==> src/rtl/calc_pkg.sv <==
// Shared key codes, operator encoding and controller states for the calculator sequencer.
package calc_pkg;

  localparam logic [4:0] KEY_ADD = 5'd16;
  localparam logic [4:0] KEY_SUB = 5'd17;
  localparam logic [4:0] KEY_MUL = 5'd18;
  localparam logic [4:0] KEY_EQ  = 5'd19;
  localparam logic [4:0] KEY_BS  = 5'd20;
  localparam logic [4:0] KEY_CLR = 5'd21;

  typedef enum logic [1:0] {
    OP_NONE = 2'd0,
    OP_ADD  = 2'd1,
    OP_SUB  = 2'd2,
    OP_MUL  = 2'd3
  } op_t;

  typedef enum logic [2:0] {
    S_IDLE     = 3'd0,
    S_ALU_WAIT = 3'd1,
    S_EQ_OUT   = 3'd2,
    S_OP_OUT   = 3'd3,
    S_ERROR    = 3'd4
  } state_t;

  // Map an operator key to its ALU encoding; anything else yields OP_NONE.
  function automatic op_t key_to_op(input logic [4:0] code);
    op_t op;
    case (code)
      KEY_ADD: op = OP_ADD;
      KEY_SUB: op = OP_SUB;
      KEY_MUL: op = OP_MUL;
      default: op = OP_NONE;
    endcase
    return op;
  endfunction

endpackage

==> src/rtl/calc_sequencer_if.sv <==
// Key, ALU and register-strobe signals of the calculator sequencer.
// master is the sequencer side; slave is the keypad/ALU/register side.
interface calc_sequencer_if;
  import calc_pkg::*;

  logic       key_valid;
  logic [4:0] key_code;
  logic       key_ready;
  logic       alu_start;
  op_t        alu_op;
  logic       alu_done;
  logic       alu_ovf;
  logic       newhex;
  logic [3:0] hexcode;
  logic       newop;
  logic       eq;
  logic       BS;
  logic       clr;
  op_t        op_pending;
  logic [2:0] digit_count;
  logic       error;

  modport master (
    input  key_valid, key_code, alu_done, alu_ovf,
    output key_ready, alu_start, alu_op, newhex, hexcode, newop, eq, BS, clr,
           op_pending, digit_count, error
  );

  modport slave (
    output key_valid, key_code, alu_done, alu_ovf,
    input  key_ready, alu_start, alu_op, newhex, hexcode, newop, eq, BS, clr,
           op_pending, digit_count, error
  );
endinterface

==> src/rtl/calc_key_decode.sv <==
// Pure combinational classifier of a 5-bit key code into key classes.
module calc_key_decode
  import calc_pkg::*;
(
  input  logic [4:0] key_code,
  output logic       is_hex,
  output logic       is_op,
  output logic       is_eq,
  output logic       is_bs,
  output logic       is_clr,
  output op_t        op
);

  // Codes 22-31 leave every class flag low so they fall through as no-ops.
  always_comb begin
    is_hex = 1'b0;
    is_op  = 1'b0;
    is_eq  = 1'b0;
    is_bs  = 1'b0;
    is_clr = 1'b0;
    op     = key_to_op(key_code);
    if (key_code[4] == 1'b0) begin
      is_hex = 1'b1;
    end else begin
      case (key_code)
        KEY_ADD, KEY_SUB, KEY_MUL: is_op  = 1'b1;
        KEY_EQ:                    is_eq  = 1'b1;
        KEY_BS:                    is_bs  = 1'b1;
        KEY_CLR:                   is_clr = 1'b1;
        default:                   is_hex = 1'b0;
      endcase
    end
  end

endmodule

==> src/rtl/calc_sequencer.sv <==
// Calculator controller: turns key events into register strobes, runs the ALU
// handshake for pending operators, and owns the digit limit and error/clear policy.
module calc_sequencer
  import calc_pkg::*;
#(
  parameter int MAX_DIGITS  = 4,
  parameter int ALU_TIMEOUT = 16
) (
  input logic              clock,
  input logic              reset,
  calc_sequencer_if.master bus
);

  localparam int              TW           = (ALU_TIMEOUT > 2) ? $clog2(ALU_TIMEOUT) : 1;
  localparam logic [2:0]      MAX_CNT      = 3'(MAX_DIGITS);
  localparam logic [TW-1:0]   TIMEOUT_LAST = TW'(ALU_TIMEOUT - 1);

  logic    is_hex_s;
  logic    is_op_s;
  logic    is_eq_s;
  logic    is_bs_s;
  logic    is_clr_s;
  op_t     key_op_s;
  logic    clr_req_s;
  logic    idle_key_s;
  logic    start_s;

  state_t  state_r;
  state_t  state_nxt_s;

  logic          newhex_r,      newhex_nxt_s;
  logic [3:0]    hexcode_r,     hexcode_nxt_s;
  logic          newop_r,       newop_nxt_s;
  logic          eq_r,          eq_nxt_s;
  logic          bs_r,          bs_nxt_s;
  logic          clr_r,         clr_nxt_s;
  logic          alu_start_r,   alu_start_nxt_s;
  op_t           alu_op_r,      alu_op_nxt_s;
  op_t           op_pending_r,  op_pending_nxt_s;
  op_t           latch_op_r,    latch_op_nxt_s;
  logic          chain_r,       chain_nxt_s;
  logic [2:0]    digit_count_r, digit_count_nxt_s;
  logic          error_r,       error_nxt_s;
  logic [TW-1:0] timeout_r,     timeout_nxt_s;

  calc_key_decode u_key_decode (
    .key_code (bus.key_code),
    .is_hex   (is_hex_s),
    .is_op    (is_op_s),
    .is_eq    (is_eq_s),
    .is_bs    (is_bs_s),
    .is_clr   (is_clr_s),
    .op       (key_op_s)
  );

  // CLR bypasses key_ready; every other key is only taken in IDLE.
  assign clr_req_s  = bus.key_valid && is_clr_s;
  assign idle_key_s = bus.key_valid && (state_r == S_IDLE);
  assign start_s    = idle_key_s && (op_pending_r != OP_NONE) &&
                      (is_eq_s || (is_op_s && (digit_count_r != 3'd0)));

  // State register.
  always_ff @(posedge clock) begin
    if (reset) begin
      state_r <= S_IDLE;
    end else begin
      state_r <= state_nxt_s;
    end
  end

  // Next-state logic.
  always_comb begin
    state_nxt_s = state_r;
    if (clr_req_s) begin
      state_nxt_s = S_IDLE;
    end else begin
      case (state_r)
        S_IDLE: begin
          if (start_s) begin
            state_nxt_s = S_ALU_WAIT;
          end else begin
            state_nxt_s = S_IDLE;
          end
        end
        S_ALU_WAIT: begin
          if (bus.alu_done) begin
            state_nxt_s = bus.alu_ovf ? S_ERROR : S_EQ_OUT;
          end else if (timeout_r == TIMEOUT_LAST) begin
            state_nxt_s = S_ERROR;
          end else begin
            state_nxt_s = S_ALU_WAIT;
          end
        end
        S_EQ_OUT: state_nxt_s = chain_r ? S_OP_OUT : S_IDLE;
        S_OP_OUT: state_nxt_s = S_IDLE;
        S_ERROR:  state_nxt_s = S_ERROR;
        default:  state_nxt_s = S_IDLE;
      endcase
    end
  end

  // Output logic: next values of every strobe and datapath register.
  always_comb begin
    newhex_nxt_s      = 1'b0;
    newop_nxt_s       = 1'b0;
    eq_nxt_s          = 1'b0;
    bs_nxt_s          = 1'b0;
    clr_nxt_s         = 1'b0;
    alu_start_nxt_s   = 1'b0;
    hexcode_nxt_s     = hexcode_r;
    alu_op_nxt_s      = alu_op_r;
    op_pending_nxt_s  = op_pending_r;
    latch_op_nxt_s    = latch_op_r;
    chain_nxt_s       = chain_r;
    digit_count_nxt_s = digit_count_r;
    error_nxt_s       = error_r;
    timeout_nxt_s     = timeout_r;
    if (clr_req_s) begin
      clr_nxt_s         = 1'b1;
      alu_op_nxt_s      = OP_NONE;
      op_pending_nxt_s  = OP_NONE;
      latch_op_nxt_s    = OP_NONE;
      chain_nxt_s       = 1'b0;
      digit_count_nxt_s = 3'd0;
      error_nxt_s       = 1'b0;
      timeout_nxt_s     = '0;
    end else begin
      case (state_r)
        S_IDLE: begin
          if (start_s) begin
            // An operator key here chains: the new op waits until the result is loaded.
            alu_start_nxt_s = 1'b1;
            alu_op_nxt_s    = op_pending_r;
            chain_nxt_s     = is_op_s;
            latch_op_nxt_s  = key_op_s;
            timeout_nxt_s   = '0;
          end else if (idle_key_s && is_hex_s) begin
            if (digit_count_r < MAX_CNT) begin
              newhex_nxt_s      = 1'b1;
              hexcode_nxt_s     = bus.key_code[3:0];
              digit_count_nxt_s = digit_count_r + 3'd1;
            end else begin
              newhex_nxt_s = 1'b0;
            end
          end else if (idle_key_s && is_bs_s) begin
            if (digit_count_r != 3'd0) begin
              bs_nxt_s          = 1'b1;
              digit_count_nxt_s = digit_count_r - 3'd1;
            end else begin
              bs_nxt_s = 1'b0;
            end
          end else if (idle_key_s && is_op_s) begin
            newop_nxt_s       = 1'b1;
            op_pending_nxt_s  = key_op_s;
            digit_count_nxt_s = 3'd0;
          end else begin
            newhex_nxt_s = 1'b0;
          end
        end
        S_ALU_WAIT: begin
          if (bus.alu_done) begin
            alu_op_nxt_s = OP_NONE;
            if (bus.alu_ovf) begin
              error_nxt_s = 1'b1;
            end else begin
              eq_nxt_s          = 1'b1;
              digit_count_nxt_s = 3'd0;
            end
          end else if (timeout_r == TIMEOUT_LAST) begin
            alu_op_nxt_s = OP_NONE;
            error_nxt_s  = 1'b1;
          end else begin
            timeout_nxt_s = timeout_r + TW'(1);
          end
        end
        S_EQ_OUT: begin
          if (chain_r) begin
            newop_nxt_s      = 1'b1;
            op_pending_nxt_s = latch_op_r;
            chain_nxt_s      = 1'b0;
          end else begin
            op_pending_nxt_s = OP_NONE;
          end
        end
        S_OP_OUT: newop_nxt_s = 1'b0;
        S_ERROR:  error_nxt_s = 1'b1;
        default:  error_nxt_s = error_r;
      endcase
    end
  end

  // Strobe and datapath registers.
  always_ff @(posedge clock) begin
    if (reset) begin
      newhex_r      <= 1'b0;
      hexcode_r     <= 4'd0;
      newop_r       <= 1'b0;
      eq_r          <= 1'b0;
      bs_r          <= 1'b0;
      clr_r         <= 1'b0;
      alu_start_r   <= 1'b0;
      alu_op_r      <= OP_NONE;
      op_pending_r  <= OP_NONE;
      latch_op_r    <= OP_NONE;
      chain_r       <= 1'b0;
      digit_count_r <= 3'd0;
      error_r       <= 1'b0;
      timeout_r     <= '0;
    end else begin
      newhex_r      <= newhex_nxt_s;
      hexcode_r     <= hexcode_nxt_s;
      newop_r       <= newop_nxt_s;
      eq_r          <= eq_nxt_s;
      bs_r          <= bs_nxt_s;
      clr_r         <= clr_nxt_s;
      alu_start_r   <= alu_start_nxt_s;
      alu_op_r      <= alu_op_nxt_s;
      op_pending_r  <= op_pending_nxt_s;
      latch_op_r    <= latch_op_nxt_s;
      chain_r       <= chain_nxt_s;
      digit_count_r <= digit_count_nxt_s;
      error_r       <= error_nxt_s;
      timeout_r     <= timeout_nxt_s;
    end
  end

  assign bus.key_ready   = (state_r == S_IDLE) || ((state_r == S_ERROR) && is_clr_s);
  assign bus.newhex      = newhex_r;
  assign bus.hexcode     = hexcode_r;
  assign bus.newop       = newop_r;
  assign bus.eq          = eq_r;
  assign bus.BS          = bs_r;
  assign bus.clr         = clr_r;
  assign bus.alu_start   = alu_start_r;
  assign bus.alu_op      = alu_op_r;
  assign bus.op_pending  = op_pending_r;
  assign bus.digit_count = digit_count_r;
  assign bus.error       = error_r;

endmodule

==> src/flat_wrapper.sv <==
// flat-port wrapper written by rule: the top's interface ports become plain ports
module calc_sequencer_flat import calc_pkg::*;
#(
  parameter int MAX_DIGITS  = 4,
  parameter int ALU_TIMEOUT = 16
)
  (clock, reset, bus_key_valid, bus_key_code, bus_alu_done, bus_alu_ovf, bus_key_ready, bus_alu_start, bus_alu_op, bus_newhex, bus_hexcode, bus_newop, bus_eq, bus_BS, bus_clr, bus_op_pending, bus_digit_count, bus_error);
  calc_sequencer_if bus_i ();
  input logic clock;
  input logic reset;
  input wire logic [$bits(bus_i.key_valid)-1:0] bus_key_valid;
  input wire logic [$bits(bus_i.key_code)-1:0] bus_key_code;
  input wire logic [$bits(bus_i.alu_done)-1:0] bus_alu_done;
  input wire logic [$bits(bus_i.alu_ovf)-1:0] bus_alu_ovf;
  output wire logic [$bits(bus_i.key_ready)-1:0] bus_key_ready;
  output wire logic [$bits(bus_i.alu_start)-1:0] bus_alu_start;
  output wire logic [$bits(bus_i.alu_op)-1:0] bus_alu_op;
  output wire logic [$bits(bus_i.newhex)-1:0] bus_newhex;
  output wire logic [$bits(bus_i.hexcode)-1:0] bus_hexcode;
  output wire logic [$bits(bus_i.newop)-1:0] bus_newop;
  output wire logic [$bits(bus_i.eq)-1:0] bus_eq;
  output wire logic [$bits(bus_i.BS)-1:0] bus_BS;
  output wire logic [$bits(bus_i.clr)-1:0] bus_clr;
  output wire logic [$bits(bus_i.op_pending)-1:0] bus_op_pending;
  output wire logic [$bits(bus_i.digit_count)-1:0] bus_digit_count;
  output wire logic [$bits(bus_i.error)-1:0] bus_error;
  assign bus_i.key_valid = bus_key_valid;
  assign bus_i.key_code = bus_key_code;
  assign bus_i.alu_done = bus_alu_done;
  assign bus_i.alu_ovf = bus_alu_ovf;
  assign bus_key_ready = bus_i.key_ready;
  assign bus_alu_start = bus_i.alu_start;
  assign bus_alu_op = bus_i.alu_op;
  assign bus_newhex = bus_i.newhex;
  assign bus_hexcode = bus_i.hexcode;
  assign bus_newop = bus_i.newop;
  assign bus_eq = bus_i.eq;
  assign bus_BS = bus_i.BS;
  assign bus_clr = bus_i.clr;
  assign bus_op_pending = bus_i.op_pending;
  assign bus_digit_count = bus_i.digit_count;
  assign bus_error = bus_i.error;
  calc_sequencer #(.MAX_DIGITS(MAX_DIGITS), .ALU_TIMEOUT(ALU_TIMEOUT)) u_core (.clock(clock), .reset(reset), .bus(bus_i));
endmodule
==> config.mk <==
export PLATFORM = sky130hd
export DESIGN_NAME = calc_sequencer_flat
export DESIGN_NICKNAME = d
export VERILOG_FILES = /design/src/rtl/calc_pkg.sv /design/src/rtl/calc_sequencer_if.sv /design/src/rtl/calc_key_decode.sv /design/src/rtl/calc_sequencer.sv /design/src/flat_wrapper.sv
export SDC_FILE = /design/constraint.sdc
export NUM_CORES = 1
export LEC_CHECK = 0
export BUFFER_PORTS_ARGS = -buffer_cell sky130_fd_sc_hd__buf_2
export CAP_MARGIN = 10
export CORE_ASPECT_RATIO = 1.2
export CORE_MARGIN = 10
export CORE_UTILIZATION = 35
export CTS_BUF_LIST = sky130_fd_sc_hd__clkbuf_8
export DETAILED_ROUTE_END_ITERATION = 10
export PLACE_DENSITY = 0.59
export SYNTH_ARGS = -nofsm -noshare
export SYNTH_HDL_FRONTEND = slang
export SYNTH_SLANG_ARGS = --single-unit
==> constraint.sdc <==
create_clock -name clock -period 2.97 [get_ports clock]
set_clock_uncertainty 0.05 [all_clocks]
set_input_delay 0.891 -clock clock [delete_from_list [all_inputs] [get_ports clock]]
set_output_delay 0.891 -clock clock [all_outputs]
set_load 0.1 [all_outputs]
# Word-level counts from Yosys, hierarchy flattened
# Index checks and enable logic that the tools add are counted.
totals:
  register_bits: 28
  wordCells: 137
  out_inout_bits: 19
  in_bits: 10
op_classes:
  muxes: 56
  addsub: 3
  n_reduce_logical: 31
  eq_ne: 24
  order_cmp: 1
  bitwise: 7
op_table:
  columns: ["cell", "n"]
  rows:
  - ["3-bit 2-to-1 mux", 11]
  - ["5-bit equality test (second input constant)", 6]
  - ["1-bit 2-to-1 mux", 24]
  - ["2-bit 2-to-1 mux", 9]
  - ["2-bit != test (second input constant)", 7]
  - ["4-bit 2-to-1 mux", 3]
  - ["3-bit case mux with 4 select lines", 1]
  - ["5-bit AND reduction", 2]
  - ["1-bit logical AND", 9]
  - ["2-bit case mux with 2 select lines", 2]
  - ["4-bit case mux with 2 select lines", 1]
  - ["2-bit nonzero test", 4]
  - ["1-bit inverter", 7]
  - ["7-bit AND reduction", 1]
  - ["3-bit != test (second input constant)", 2]
  - ["1-bit case mux with 2 select lines", 3]
  - ["2-bit case mux with 3 select lines", 1]
  - ["3-bit case mux with 2 select lines", 1]
  - ["3-bit AND reduction", 2]
  - ["3-bit OR reduction", 2]
  - ["6-bit OR reduction", 1]
  - ["5-bit OR reduction", 1]
  - ["4-bit by 1-bit adder with 4-bit output (second input constant)", 1]
  - ["4-bit equality test (second input constant)", 1]
  - ["17 further kinds", 20]

# Logic depth before layout (Yosys ltp)
depth:
  depth_word: 10
  mapped_depth: 8
  depth_no_buf: 7

# By module
# From an unflattened synthesis, not the netlist that was laid out.
unflattened:
  cells_unflattened: 180
  area_unflattened_um2: 1498.9
modules_own_cells:
  columns: ["mod", "instances", "area_per_inst_um2", "cells_each", "seq_area_each_um2"]
  rows:
  - ["calc_sequencer", 1, 1435.1, 169, 560.5]
  - ["calc_key_decode", 1, 63.8, 11, 0.0]

# Least setup slack after synthesis
# No wires, ideal clock.
synth_path:
  path_type: "input -> output"
  start: "input port bus_key_code[1]"
  end: "output port bus_key_ready"
  arrival_time_ns: 3.796
  path_slack_ns: -1.767
  t_required_ns: 2.029
  stages: 3
  path_buffers: 0
  path_cell_list: "nor4bb_1 -> nand2_1 -> a211oi_1"
synth_via:
  elab_chain_len: 5
synth_rtl:
  columns: ["element", "line_no", "source"]
  rows:
  - ["from (decl)", "flat_wrapper.sv:12", "input wire logic [$bits(bus_i.key_code)-1:0] bus_key_code;"]
  - ["5-bit equality test", "calc_key_decode.sv:25", "case (key_code)"]
  - ["1-bit 2-to-1 mux", "calc_key_decode.sv:25", null]
  - ["1-bit 2-to-1 mux", "calc_key_decode.sv:22", "if (key_code[4] == 1'b0) begin"]
  - ["1-bit logical AND", "calc_sequencer.sv:227", "assign bus.key_ready = (state_r == S_IDLE) || ((state_r == S_ERROR) && is_clr_s);"]
  - ["1-bit logical OR", "calc_sequencer.sv:227", null]
  - ["to (decl)", "flat_wrapper.sv:15", "output wire logic [$bits(bus_i.key_ready)-1:0] bus_key_ready;"]
# No other way between the ends.

# Worst setup path in the final report
# Same ends and word-level chain as after synthesis.

==> summary.txt <==
Worst setup path
  – Slowest-stage cell, CP: nor4bb_4
  – CP startpoint kind: primary input
  – Crit-path cells: buf_2 > nor4bb_4 > nand2_1 > a211oi_4 > buf_12
  – Max incr delay on CP: 0.30 ns
  – Crit path kind: primary input to primary output
  – R2R setup slack: 0.65 ns
  – Crit path max-delay family: simple AND/OR/NAND/NOR gates
  – CP arrival: 1.92 ns
  – Crit end category: primary output
  – CP required: 2.03 ns
  – Worst Path Max Fanout: 2
  – WP buf/inv: 2

Pwr
  – Cell internal pwr: 0.601 mW
  – Sequential Power Share: 46.8%
  – Switch Pwr: 0.230 mW
  – Power density over cell area: 486 nW/um2
  – Clock power frac: 37.1%
  – Leak pwr: 0.688 nW
  – Sw frac: 27.7%
  – Comb pwr share: 16.2%
  – IR drop worst, VDD: 0.229 mV

Die
  – Die W: 76.9 um
  – Core area: 3690 um2
  – Initial Utilization: 36.8%
  – Die height: 88.3 um
  – Row Count: 24
  – # IOs: 29
  – Die area: 6790 um2

GRT
  – GRT Overall Usage: 10.6%
  – Antenna violations before repair: 0
  – Largest net degree at the start of global routing: 17
  – Total overflow reported by the global router: 0
  – Number of global-route vias before repair: 1272
  – First-pass GRT wire length: 5940 um

Finish
  – Fillers: 387
  – Synthesis-to-layout area growth: 25.9%
  – Diodes inserted: 0
  – Final nets: 210
  – Multi-input gate area: 767 um2
  – Share of cells above drive strength 1: 24.6%
  – Final Cell Area: 1710 um2
  – Register area: 562 um2

STA
  – Fmax: 350 MHz
  – RSZ-0062 raised after global routing: false
  – Final Cycle Share: 96.2%
  – Worst-margin pin slew: 0.568 ns
  – Final hold vios: 0
  – Slew Limit Fails: 0
  – Setup TNS: 0 ns
  – Setup Viol. Count Final: 0
  – Max-slew headroom: 61.8%
  – Final min period: 2.86 ns

Flow run
  – MaxCap Viol Count: 0

Min path
  – Min-delay worst type: flop to flop

Synthesis
  – Post-synth top area cell: dfxtp_1
  – Post-synth cell types: 39
  – Synth Register Bits: 28
  – Dominant cells by area after synthesis: dfxtp_1, nand2_1, nor2_1
  – Syn. warnings: 0
  – Syn Inst Count: 163
  – Mapped cell area: 1360 um2
  – Total nets after synthesis: 177
  – Register area share after synthesis: 41.3%
  – Syn Area/Cell: 8.34 um2
  – Yosys top cell area share: 41.3%
  – Number of synthesized flops with an enable pin: 0
  – Synth Flop Type: dfxtp_1
  – Asr flop ratio synth: 0%

Placed design
  – Detailed placer's ending HPWL: 2760 um
  – Placed Area: 1640 um2
  – Number of port buffers: 28
  – Final Wtd Congestion: 0.779

Detailed routing
  – DRT iter0 DRCs: 62
  – Drt pass-1 iters: 4
  – DRC Markers: 0
  – Routed len/inst: 14.3 um
  – Via density: 5.14
  – Vias after detailed routing: 1270
  – Final ANT Viol Nets: 0
  – Total wire length: 3530 um

Clock network
  – PostCTS Resize Cnt: 0
  – CTS Hold Bufs: 0
  – Worst-case clock buffer depth: 2
  – CTS H-tree depth: 1
  – CTS Sinks: 28
  – # Post-CTS Setup Buffers: 0
  – Clock slew at reported path FFs: 0.10 ns
  – CTS Buf Count: 3
  – Clock Latency Late Sink: 0.28 ns
  – Clk Tree Root Cell: clkbuf_8
  – CTS tree: yes

Run status
  – Status: finished clean
[placed cells by master, fill, tap and decap left out, types with 4 or more instances in the layout]
cell | Yosys | layout
nand2_1 | 22 | 22
mux2i_1 | 7 | 7
o21ai_0 | 6 | 6
nand3_1 | 5 | 5
dfxtp_1 | 28 | 27
buf_4 | 0 | 9
buf_2 | 2 | 27
a21oi_1 | 9 | 9
inv_1 | 6 | 6
nor2_1 | 20 | 20
ha_1 | 4 | 4
nor4_1 | 4 | 4
[state kept, by name, indices dropped and copies added, names as in the netlist]
name,flops
u_core.bus.BS,1
u_core.bus.alu_op,2
u_core.bus.alu_start,1
u_core.bus.clr,1
u_core.bus.digit_count,3
u_core.bus.eq,1
u_core.bus.error,1
u_core.bus.hexcode,4
u_core.bus.newhex,1
u_core.bus.newop,1
u_core.bus.op_pending,2
u_core.chain_r,1
u_core.latch_op_r,2
u_core.state_r,3
u_core.timeout_r,4
[power by group through the flow]
stage / clock, mW / combinational (mW) / sequential [mW]
6_report: 0.308 / 0.134 / 0.389
3_3_place_gp: 0 / 0.133 / 0.397
3_5_place_dp: 0 / 0.135 / 0.397
2_1_floorplan: 0 / 0.0511 / 0.447
4_1_cts: 0.308 / 0.136 / 0.389
5_1_grt: 0.323 / 0.145 / 0.390
[cell type report]
class / count / area share [%]
Sequential cell: 28 / 32.8
Clock buffer: 3 / 2.41
Tap cell: 52 / 3.80
Clock inverter: 1 / 1.76
Timing Repair Buffer: 37 / 13.0
Multi-Input combinational cell: 120 / 44.8
Inverter: 6 / 1.32
[per-layer routing]
metal,share of wire (%),track usage [%],wire (um)
met1,43,11.7,1530
met2,52,19.6,1820
met3,3.9,2.33,139
met4,1.2,3.55,42
met5,0,0,0
[cells in the mapped netlist, drive strengths merged (4+ instances only)]
| cell | count |
|---|---|
| dfxtp | 28 |
| nand2 | 22 |
| nor2 | 20 |
| a21oi | 9 |
| clkbuf | 7 |
| mux2i | 7 |
| o21ai | 7 |
| inv | 6 |
| nand3 | 5 |
| a211oi | 4 |
| ha | 4 |
| nor4 | 4 |
[through the flow]
step / setup WS, ns / instances / total power [mW] / hold slack (ns) / util [%]
4_1_cts: 0.101 / 247 / 0.833 / 0.424 / 46.3
2_1_floorplan: -0.247 / 163 / 0.498 / 0.404 / -
3_3_place_gp: 0.0972 / 243 / 0.530 / 0.395 / 44.4
5_1_grt: 0.000654 / 247 / 0.858 / 0.448 / 46.3
3_5_place_dp: 0.0530 / 243 / 0.532 / 0.399 / 44.4
6_report: 0.114 / 247 / 0.831 / 0.417 / 46.3
[cell families after synthesis]
logic type                 count (synthesis)  share of synthesized area (%)
AOI/OAI and AO/OA                         37                           18.3
xor gates and xnor gates                   3                           1.93
adders and majority gates                  5                           4.42
buffers and inverters                     15                           4.33
DFF                                       28                           41.3
muxes                                      8                           5.99
and+or+nand+nor                           67                           23.8
[worst paths after layout]
kind / to / startpoint / depth (start not counted)
worst max-delay path: bus_key_ready / bus_key_code[1] / 5
worst min-delay path: u_core.bus.error / u_core.bus.error / 1
worst max register to register: u_core.timeout_r[3] / u_core.state_r[0] / 5
worst min register to register: u_core.bus.error / u_core.bus.error / 1
(Power assumes the default switching activity.)
